$ cat config.mk
export PLATFORM = sky130hd
export DESIGN_NAME = fetch_ctrl_flat
export DESIGN_NICKNAME = d
export VERILOG_FILES = /design/src/rtl/fetch_ctrl_if.sv /design/src/rtl/fetch_ctrl.sv /design/src/flat_wrapper.sv
export SDC_FILE = /design/constraint.sdc
export NUM_CORES = 1
export LEC_CHECK = 0
export ABC_AREA = 1
export BUFFER_PORTS_ARGS = -buffer_cell sky130_fd_sc_hd__buf_2
export CORE_ASPECT_RATIO = 1.2
export CORE_UTILIZATION = 45
export DETAILED_ROUTE_END_ITERATION = 12
export GPL_ROUTABILITY_DRIVEN = 0
export PLACE_DENSITY = 0.87
export SLEW_MARGIN = 20
export SYNTH_ARGS = -nofsm -noshare
export SYNTH_HDL_FRONTEND = slang
export SYNTH_SLANG_ARGS = --single-unit
$ cat constraint.sdc
create_clock -name clock -period 2.15 [get_ports clock]
set_input_delay 0.1075 -clock clock [delete_from_list [all_inputs] [get_ports clock]]
set_output_delay 0.1075 -clock clock [all_outputs]
set_load 0.05 [all_outputs]
$ cat src/rtl/fetch_ctrl_if.sv
// Instruction-memory request/response bus between the fetch controller and memory.
interface fetch_ctrl_if #(
  parameter int XLEN = 32
);
  logic            req_valid;
  logic [XLEN-1:0] req_addr;
  logic            req_ready;
  logic            resp_valid;
  logic [XLEN-1:0] resp_data;

  modport master (output req_valid, req_addr, input req_ready, resp_valid, resp_data);
  modport slave  (input req_valid, req_addr, output req_ready, resp_valid, resp_data);
endinterface

$ cat src/rtl/fetch_ctrl.sv
// Fetch controller: one outstanding imem request, holds the fetched word for IF/ID,
// and steers the PC register (advance on handoff, redirect on branch).
module fetch_ctrl #(
  parameter int XLEN       = 32,
  parameter int INST_BYTES = 4
) (
  input  logic            clock,
  input  logic            reset,
  input  logic [XLEN-1:0] pc,
  output logic [XLEN-1:0] nextPc,
  output logic            pc_stall,
  input  logic            id_shouldStall,
  input  logic            branch_taken,
  input  logic [XLEN-1:0] branch_target,
  fetch_ctrl_if.master    imem,
  output logic            if_valid,
  output logic [XLEN-1:0] if_pc,
  output logic [XLEN-1:0] if_inst
);

  typedef enum logic [1:0] {S_IDLE, S_REQ, S_WAIT, S_HOLD} state_t;

  state_t state, state_n;
  logic   drop, drop_n;
  logic   cap;
  logic   accept;

  assign accept         = (state == S_HOLD) && !id_shouldStall && !branch_taken;
  assign if_valid       = (state == S_HOLD);
  assign imem.req_valid = (state == S_REQ);
  assign imem.req_addr  = pc;

  // Redirect wins over handoff; otherwise the PC register holds.
  always_comb begin
    nextPc   = pc;
    pc_stall = 1'b1;
    if (branch_taken) begin
      nextPc   = branch_target;
      pc_stall = 1'b0;
    end else if (accept) begin
      nextPc   = pc + XLEN'(INST_BYTES);
      pc_stall = 1'b0;
    end
  end

  always_comb begin
    state_n = state;
    drop_n  = drop;
    cap     = 1'b0;
    case (state)
      S_IDLE: state_n = S_REQ;
      S_REQ: begin
        // A request accepted alongside a redirect fetches the old pc; mark it stale.
        if (imem.req_ready) begin
          state_n = S_WAIT;
          drop_n  = branch_taken;
        end
      end
      S_WAIT: begin
        if (branch_taken) begin
          if (imem.resp_valid) begin
            state_n = S_REQ;
            drop_n  = 1'b0;
          end else begin
            drop_n  = 1'b1;
          end
        end else if (imem.resp_valid) begin
          if (drop) begin
            state_n = S_REQ;
            drop_n  = 1'b0;
          end else begin
            state_n = S_HOLD;
            cap     = 1'b1;
          end
        end
      end
      S_HOLD: begin
        if (branch_taken || !id_shouldStall) state_n = S_REQ;
      end
      default: state_n = S_IDLE;
    endcase
  end

  always_ff @(posedge clock or posedge reset) begin
    if (reset) begin
      state   <= S_IDLE;
      drop    <= 1'b0;
      if_pc   <= '0;
      if_inst <= '0;
    end else begin
      state <= state_n;
      drop  <= drop_n;
      // pc is frozen while a request is in flight, so it still names the fetched word.
      if (cap) begin
        if_pc   <= pc;
        if_inst <= imem.resp_data;
      end
    end
  end

endmodule

$ cat src/flat_wrapper.sv
// flat-port wrapper written by rule: the top's interface ports become plain ports
module fetch_ctrl_flat 
#(
  parameter int XLEN       = 32,
  parameter int INST_BYTES = 4
)
  (clock, reset, pc, nextPc, pc_stall, id_shouldStall, branch_taken, branch_target, if_valid, if_pc, if_inst, imem_req_valid, imem_req_addr, imem_req_ready, imem_resp_valid, imem_resp_data);
  fetch_ctrl_if #(.XLEN(XLEN)) imem_i ();
  input  logic clock;
  input  logic reset;
  input  logic [XLEN-1:0] pc;
  output logic [XLEN-1:0] nextPc;
  output logic pc_stall;
  input  logic id_shouldStall;
  input  logic branch_taken;
  input  logic [XLEN-1:0] branch_target;
  output logic if_valid;
  output logic [XLEN-1:0] if_pc;
  output logic [XLEN-1:0] if_inst;
  output wire logic [$bits(imem_i.req_valid)-1:0] imem_req_valid;
  output wire logic [$bits(imem_i.req_addr)-1:0] imem_req_addr;
  input wire logic [$bits(imem_i.req_ready)-1:0] imem_req_ready;
  input wire logic [$bits(imem_i.resp_valid)-1:0] imem_resp_valid;
  input wire logic [$bits(imem_i.resp_data)-1:0] imem_resp_data;
  assign imem_req_valid = imem_i.req_valid;
  assign imem_req_addr = imem_i.req_addr;
  assign imem_i.req_ready = imem_req_ready;
  assign imem_i.resp_valid = imem_resp_valid;
  assign imem_i.resp_data = imem_resp_data;
  fetch_ctrl #(.XLEN(XLEN), .INST_BYTES(INST_BYTES)) u_core (.clock(clock), .reset(reset), .pc(pc), .nextPc(nextPc), .pc_stall(pc_stall), .id_shouldStall(id_shouldStall), .branch_taken(branch_taken), .branch_target(branch_target), .imem(imem_i), .if_valid(if_valid), .if_pc(if_pc), .if_inst(if_inst));
endmodule
After elaboration in Yosys (flattened, before gate mapping). Cells that the tools add are included.

Logic and storage cells: 41. Input port bits: 102. Register bits after elaboration: 67. Output and inout bits: 131.

Mux-type cells: 20. Reduce and logical (&&, ||, !) cells: 9. Add/subtract/negate cells: 1. Equal/unequal tests: 7.

Operators with widths (count): 2-to-1 mux 32 bit (2); adder 32 x 3 -> 32 bit (second input constant) (1); 2-to-1 mux 2 bit (6); 2-to-1 mux 1 bit (10); case mux 2 bit (4 select lines) (1); AND reduction 3 bit (2); == test 2 bit (second input constant) (2); inequality test 2 x 1 -> 1 bit (second input constant) (2); inequality test 3 bit (second input constant) (1); == test 2 x 1 -> 1 bit (second input constant) (1); logical AND 1 bit (2); logical NOT 1 bit (2); logical NOT 2 bit (1); inequality test 2 bit (second input constant) (1); case mux 1 bit (2 select lines) (1); nonzero test 2 bit (1); logical OR 1 bit (1).

Logic depth before layout (Yosys ltp).
Word-level depth: 5. Depth in mapped cells: 9. Mapped depth without buffers: 9.

Worst setup path after synthesis. Ideal clock, no wire load.

Path type: register to output. From: reg u_core.state[0]. To: out nextPc[8]. Path slack: -0.693 ns. Data arrival time: 2.735 ns. Path buffers: 0. Stages on the path, launching flop included: 8. Data required time: 2.043 ns. Cell sequence: dfrtp_1 -> ha_1 -> nand2_2 -> nor2_4 -> nand2_4 -> o21ai_0 -> o21ai_0 -> o21ai_0.

Word-level cells in the longest chain between the ends: 5.

RTL lines: start, declared (line fetch_ctrl.sv:23) `state_t state, state_n;`; start signal, assigned (line fetch_ctrl.sv:91) `state <= state_n;`; == test 2 bit; via if_valid (line flat_wrapper.sv:17) `output logic if_valid;`; logical AND 1 bit (2 in series) (line fetch_ctrl.sv:28) `assign accept = (state == S_HOLD) && !id_shouldStall && !branch_taken;`; 2-to-1 mux 32 bit (line fetch_ctrl.sv:40) `end else if (accept) begin`; 2-to-1 mux 32 bit (line fetch_ctrl.sv:37) `if (branch_taken) begin`; end, declared (line flat_wrapper.sv:12) `output logic [XLEN-1:0] nextPc;`.

The timed path passes the listed nets, and every way through them passes these cells.

Worst setup path in the final report.
From: reg u_core.state[1]. To: out nextPc[30].

Word-level cells in the longest chain between the ends: 5.

RTL lines (line): == test 2 bit (fetch_ctrl.sv:28); logical AND 1 bit (2 in series) (fetch_ctrl.sv:28); 2-to-1 mux 32 bit (fetch_ctrl.sv:40); 2-to-1 mux 32 bit (fetch_ctrl.sv:37).

Every way passes these cells.

==> flow_results.xml <==
<?xml version="1.0" encoding="UTF-8"?>
<metrics>
  <group name="global_routing">
    <metric name="vias_in_the_first_global_route" unit="">4077</metric>
    <metric name="antenna_found_initial" unit="">0</metric>
    <metric name="grt_overflow_total" unit="">0</metric>
    <metric name="grt_pass1_wl" unit="mm">19.3</metric>
    <metric name="total_global_routing_track_utilization" unit="">0.250</metric>
    <metric name="grt_max_degree" unit="">37</metric>
  </group>
  <group name="worst_setup_path">
    <metric name="setup.worst_path.start_class" unit="">flop</metric>
    <metric name="crit_path_end_kind" unit="">primary output</metric>
    <metric name="cp.required" unit="ns">2.04</metric>
    <metric name="crit_type" unit="">flop to primary output</metric>
    <metric name="critical_path.max_fanout" unit="">5</metric>
    <metric name="worst_r2r_src" unit="">u_core.state[0]</metric>
    <metric name="startpoint" unit="">u_core.state[1]</metric>
    <metric name="cp_data_arrival_time" unit="ns">1.98</metric>
  </group>
  <group name="detailed_routing">
    <metric name="residual_drc_count" unit="">0</metric>
    <metric name="drt-pass1-iter-count" unit="">5</metric>
    <metric name="number_of_nets_still_failing_antenna_checks_after_routing" unit="">0</metric>
    <metric name="totalWireLength" unit="mm">12.9</metric>
    <metric name="vias" unit="">4375</metric>
    <metric name="via_per_inst" unit="">5.06</metric>
    <metric name="routedLengthMet1" unit="mm">4.91</metric>
    <metric name="routed-wl-met3" unit="um">755</metric>
    <metric name="wl_per_cell" unit="um">14.9</metric>
    <metric name="detailroute.wirelength.met2" unit="mm">6.79</metric>
    <metric name="first_iter_violations" unit="">280</metric>
    <metric name="highest_layer" unit="">met4</metric>
  </group>
  <group name="place">
    <metric name="detailedPlacementHpwl" unit="mm">9.60</metric>
    <metric name="place.port_buffers" unit="">232</metric>
    <metric name="dp.cells" unit="">824</metric>
    <metric name="post_dp_cell_area" unit="um2">5290</metric>
  </group>
  <group name="synth">
    <metric name="synth_xor_area_frac" unit="">0.00627</metric>
    <metric name="yosys_register_bits" unit="">67</metric>
    <metric name="post_synth_design_cell_area" unit="um2">4190</metric>
    <metric name="synth.avg_cell_area" unit="um2">8.15</metric>
    <metric name="portion_of_netlist_area_occupied_by_mux_cells" unit="">0.114</metric>
    <metric name="synth-simple-area-share" unit="">0.267</metric>
    <metric name="synth_commonest_cells" unit="">150 x sky130_fd_sc_hd__nand2_1, 67 x sky130_fd_sc_hd__dfrtp_1, 48 x sky130_fd_sc_hd__inv_1</metric>
    <metric name="yosys.cell_count.top_type" unit="">sky130_fd_sc_hd__nand2_1</metric>
    <metric name="synth.yosys.warnings" unit="">0</metric>
    <metric name="number_of_synthesized_flops_with_an_enable_pin" unit="">0</metric>
    <metric name="combinational_family_with_the_most_area_after_synthesis" unit="">simple AND/OR/NAND/NOR gates</metric>
    <metric name="yosys.area_share.adder" unit="">0.0149</metric>
    <metric name="synth.yosys.seq_area_share" unit="">0.400</metric>
    <metric name="synthCells" unit="">514</metric>
    <metric name="synth_top_cells_by_area" unit="">sky130_fd_sc_hd__dfrtp_1 40%, sky130_fd_sc_hd__nand2_1 13%, sky130_fd_sc_hd__mux2_4 7.9%, sky130_fd_sc_hd__buf_4 5.9%, sky130_fd_sc_hd__o21ai_0 5.6%</metric>
    <metric name="complex_gate_fraction_of_the_synthesized_area" unit="">0.0693</metric>
    <metric name="dominantRegCellSynth" unit="">sky130_fd_sc_hd__dfrtp_1</metric>
    <metric name="library_cell_occupying_the_most_area_in_the_post_synthesis_netlist" unit="">sky130_fd_sc_hd__dfrtp_1</metric>
    <metric name="async_flop_share" unit="">1.00</metric>
    <metric name="postSynthNetCount" unit="">621</metric>
    <metric name="post_synth_num_cell_types" unit="">29</metric>
    <metric name="synth_largest_type_area_fraction" unit="">0.400</metric>
  </group>
  <group name="sta">
    <metric name="timing.final.crit_share" unit="">0.971</metric>
    <metric name="final_setup_fails" unit="">0</metric>
    <metric name="final-hold-violation-count" unit="">0</metric>
    <metric name="fin_worst_skew" unit="ns">0.00823</metric>
    <metric name="timing.final.max_slew_violations" unit="">0</metric>
    <metric name="slew_headroom" unit="">0.574</metric>
    <metric name="max_freq" unit="GHz">0.479</metric>
    <metric name="grt_setup_unrepaired" unit="">yes</metric>
    <metric name="hold_ws" unit="ns">0.0157</metric>
    <metric name="finalCriticalPeriod" unit="ns">2.09</metric>
    <metric name="setup_total_negative_slack" unit="ns">0</metric>
    <metric name="worst-slew-pin-transition" unit="ns">0.638</metric>
  </group>
  <group name="layout">
    <metric name="ant_diodes" unit="">0</metric>
    <metric name="layout.cells.non_filler" unit="">864</metric>
    <metric name="design_area" unit="um2">5940</metric>
    <metric name="layout-drive-gt1-share" unit="">0.450</metric>
    <metric name="areaGrowthSynthToFinish" unit="%">41.7</metric>
    <metric name="final_core_utilization" unit="">0.657</metric>
    <metric name="nNetsFinal" unit="">846</metric>
  </group>
  <group name="floorplan">
    <metric name="initial_core_util" unit="">0.464</metric>
    <metric name="rows" unit="">38</metric>
    <metric name="die_y" unit="um">108</metric>
    <metric name="i_o_pin_cnt" unit="">233</metric>
    <metric name="coreArea" unit="um2">9030</metric>
    <metric name="floorplan.die.width" unit="um">90.1</metric>
    <metric name="dieArea" unit="um2">9700</metric>
  </group>
  <group name="power_and_ir_drop">
    <metric name="power_leakage" unit="uW">0.00331</metric>
    <metric name="internal_power" unit="uW">3610</metric>
    <metric name="vdd_ir_drop_max" unit="V">0.000535</metric>
    <metric name="netSwitchingFraction" unit="">0.502</metric>
    <metric name="p_per_area" unit="nW/um2">1220</metric>
    <metric name="p_switching" unit="uW">3650</metric>
    <metric name="pwr-share-clk" unit="">0.168</metric>
    <metric name="combinationalPowerShare" unit="">0.548</metric>
    <metric name="share_seq_of_total_power" unit="">0.284</metric>
  </group>
  <group name="clock_tree">
    <metric name="cts_tree" unit="">yes</metric>
    <metric name="cts-buffers-inserted" unit="">9</metric>
    <metric name="cts.htree.levels" unit="">3</metric>
    <metric name="clk-insertion-delay-late" unit="ns">0.34</metric>
    <metric name="cts_root_buf" unit="">sky130_fd_sc_hd__clkbuf_8</metric>
    <metric name="max-clock-path-buffers" unit="">2</metric>
    <metric name="clock-sinks" unit="">67</metric>
    <metric name="clk_transition_reported_paths" unit="ns">0.06</metric>
  </group>
  <group name="min_path">
    <metric name="holdCritStartpoint" unit="">imem_resp_data[14]</metric>
    <metric name="min_path_type" unit="">primary input to flop</metric>
  </group>
  <group name="flow_run">
    <metric name="number_of_maximum_capacitance_constraint_violations" unit="">0</metric>
  </group>
  <group name="outcome">
    <metric name="run_status" unit="">finished clean</metric>
  </group>
</metrics>
## worst max-delay path, stage by stage, from the launching register on
cell and delay [ns]:
sky130_fd_sc_hd__dfrtp_1 0.40, sky130_fd_sc_hd__ha_4 0.16, sky130_fd_sc_hd__nand2_4 0.06, sky130_fd_sc_hd__nor2_4 0.14
sky130_fd_sc_hd__buf_6 0.15, sky130_fd_sc_hd__nand3_4 0.09, sky130_fd_sc_hd__nor2_4 0.17, sky130_fd_sc_hd__nand2_2 0.09
sky130_fd_sc_hd__nand2_2 0.08, sky130_fd_sc_hd__nand3_2 0.07, sky130_fd_sc_hd__nand2_2 0.10, sky130_fd_sc_hd__buf_8 0.14
## flip-flops by register name, indices dropped and copies added (netlist names)
signal and count:
u_core.if_pc 32, u_core.state 2, u_core.if_inst 32, u_core.drop 1
## logic make-up (layout without fill, tap and decap cells)
kind of cell,Yosys count,count (layout)
simple gates,251,252
mux,35,35
buf+inv,97,326
compound gates,56,56
xor+xnor,3,3
flops,67,67
fa+ha+maj,5,5
## power groups by stage
stage                     combinational [uW]  sequential, uW  clock (uW)
after floorplan                         1240            3760           0
after global placement                  3790            2040           0
after detailed placement                3850            2080           0
after CTS                               3960            2050        1250
after global routing                    4170            2110        1300
final                                   3980            2060        1220
## final timing paths
kind,depth (start not counted),to,slack [ns]
max,11,nextPc[30],0.06
min,2,u_core.if_inst[14],0.02
max reg2reg,7,u_core.if_pc[22],0.26
min reg2reg,2,u_core.if_pc[12],0.48
max in group asynchronous,4,u_core.state[0],1.12
min in group asynchronous,3,u_core.if_inst[27],0.40
## placed cells by master (no fill, tap or decap), drive strengths merged, types with 5 or more instances in the layout
master and instances:
buf 241, mux2 35, nand2 153, dfrtp 67, nand4 7, o21ai 48, dlygate4sd3 18, inv 48
nor2 38, nand3 49, clkbuf 12, ha 5
## routing by layer
layer | vias to the layer above | global-route usage
li1 | 2084 | -
met1 | 2019 | 0.284
met2 | 235 | 0.477
met3 | 37 | 0.0318
met4 | 0 | 0.0933
met5 | - | 0
## stage by stage
stage | total power (uW) | setup slack, ns
global route | 7580 | -0.0730
finish | 7260 | 0.0618
detailed placement | 5930 | 0.0777
global placement | 5830 | 0.228
CTS | 7260 | 0.00122
floorplan | 5010 | 0.0723
## area by class of cell
cell class                 count  area [um2]
inverter                      48         180
tap                          120         150
timing repair buffer         262        1580
multi-input combinational    351        2110
fill                         775        3100
clock buffer                   9         124
clock inverter                 7         116
sequential                    67        1680
## timing repair
item / in CTS / in global routing
pin swaps: 4 / 19
hold endpoints to repair: 48 / 0
hold buffers: 18 / 0
endpoints found under the setup margin: 25 / 22
setup buffers: 5 / 0
gates resized for setup: 21 / 38
gates cloned: 0 / 1
(Power assumes the default switching activity.)
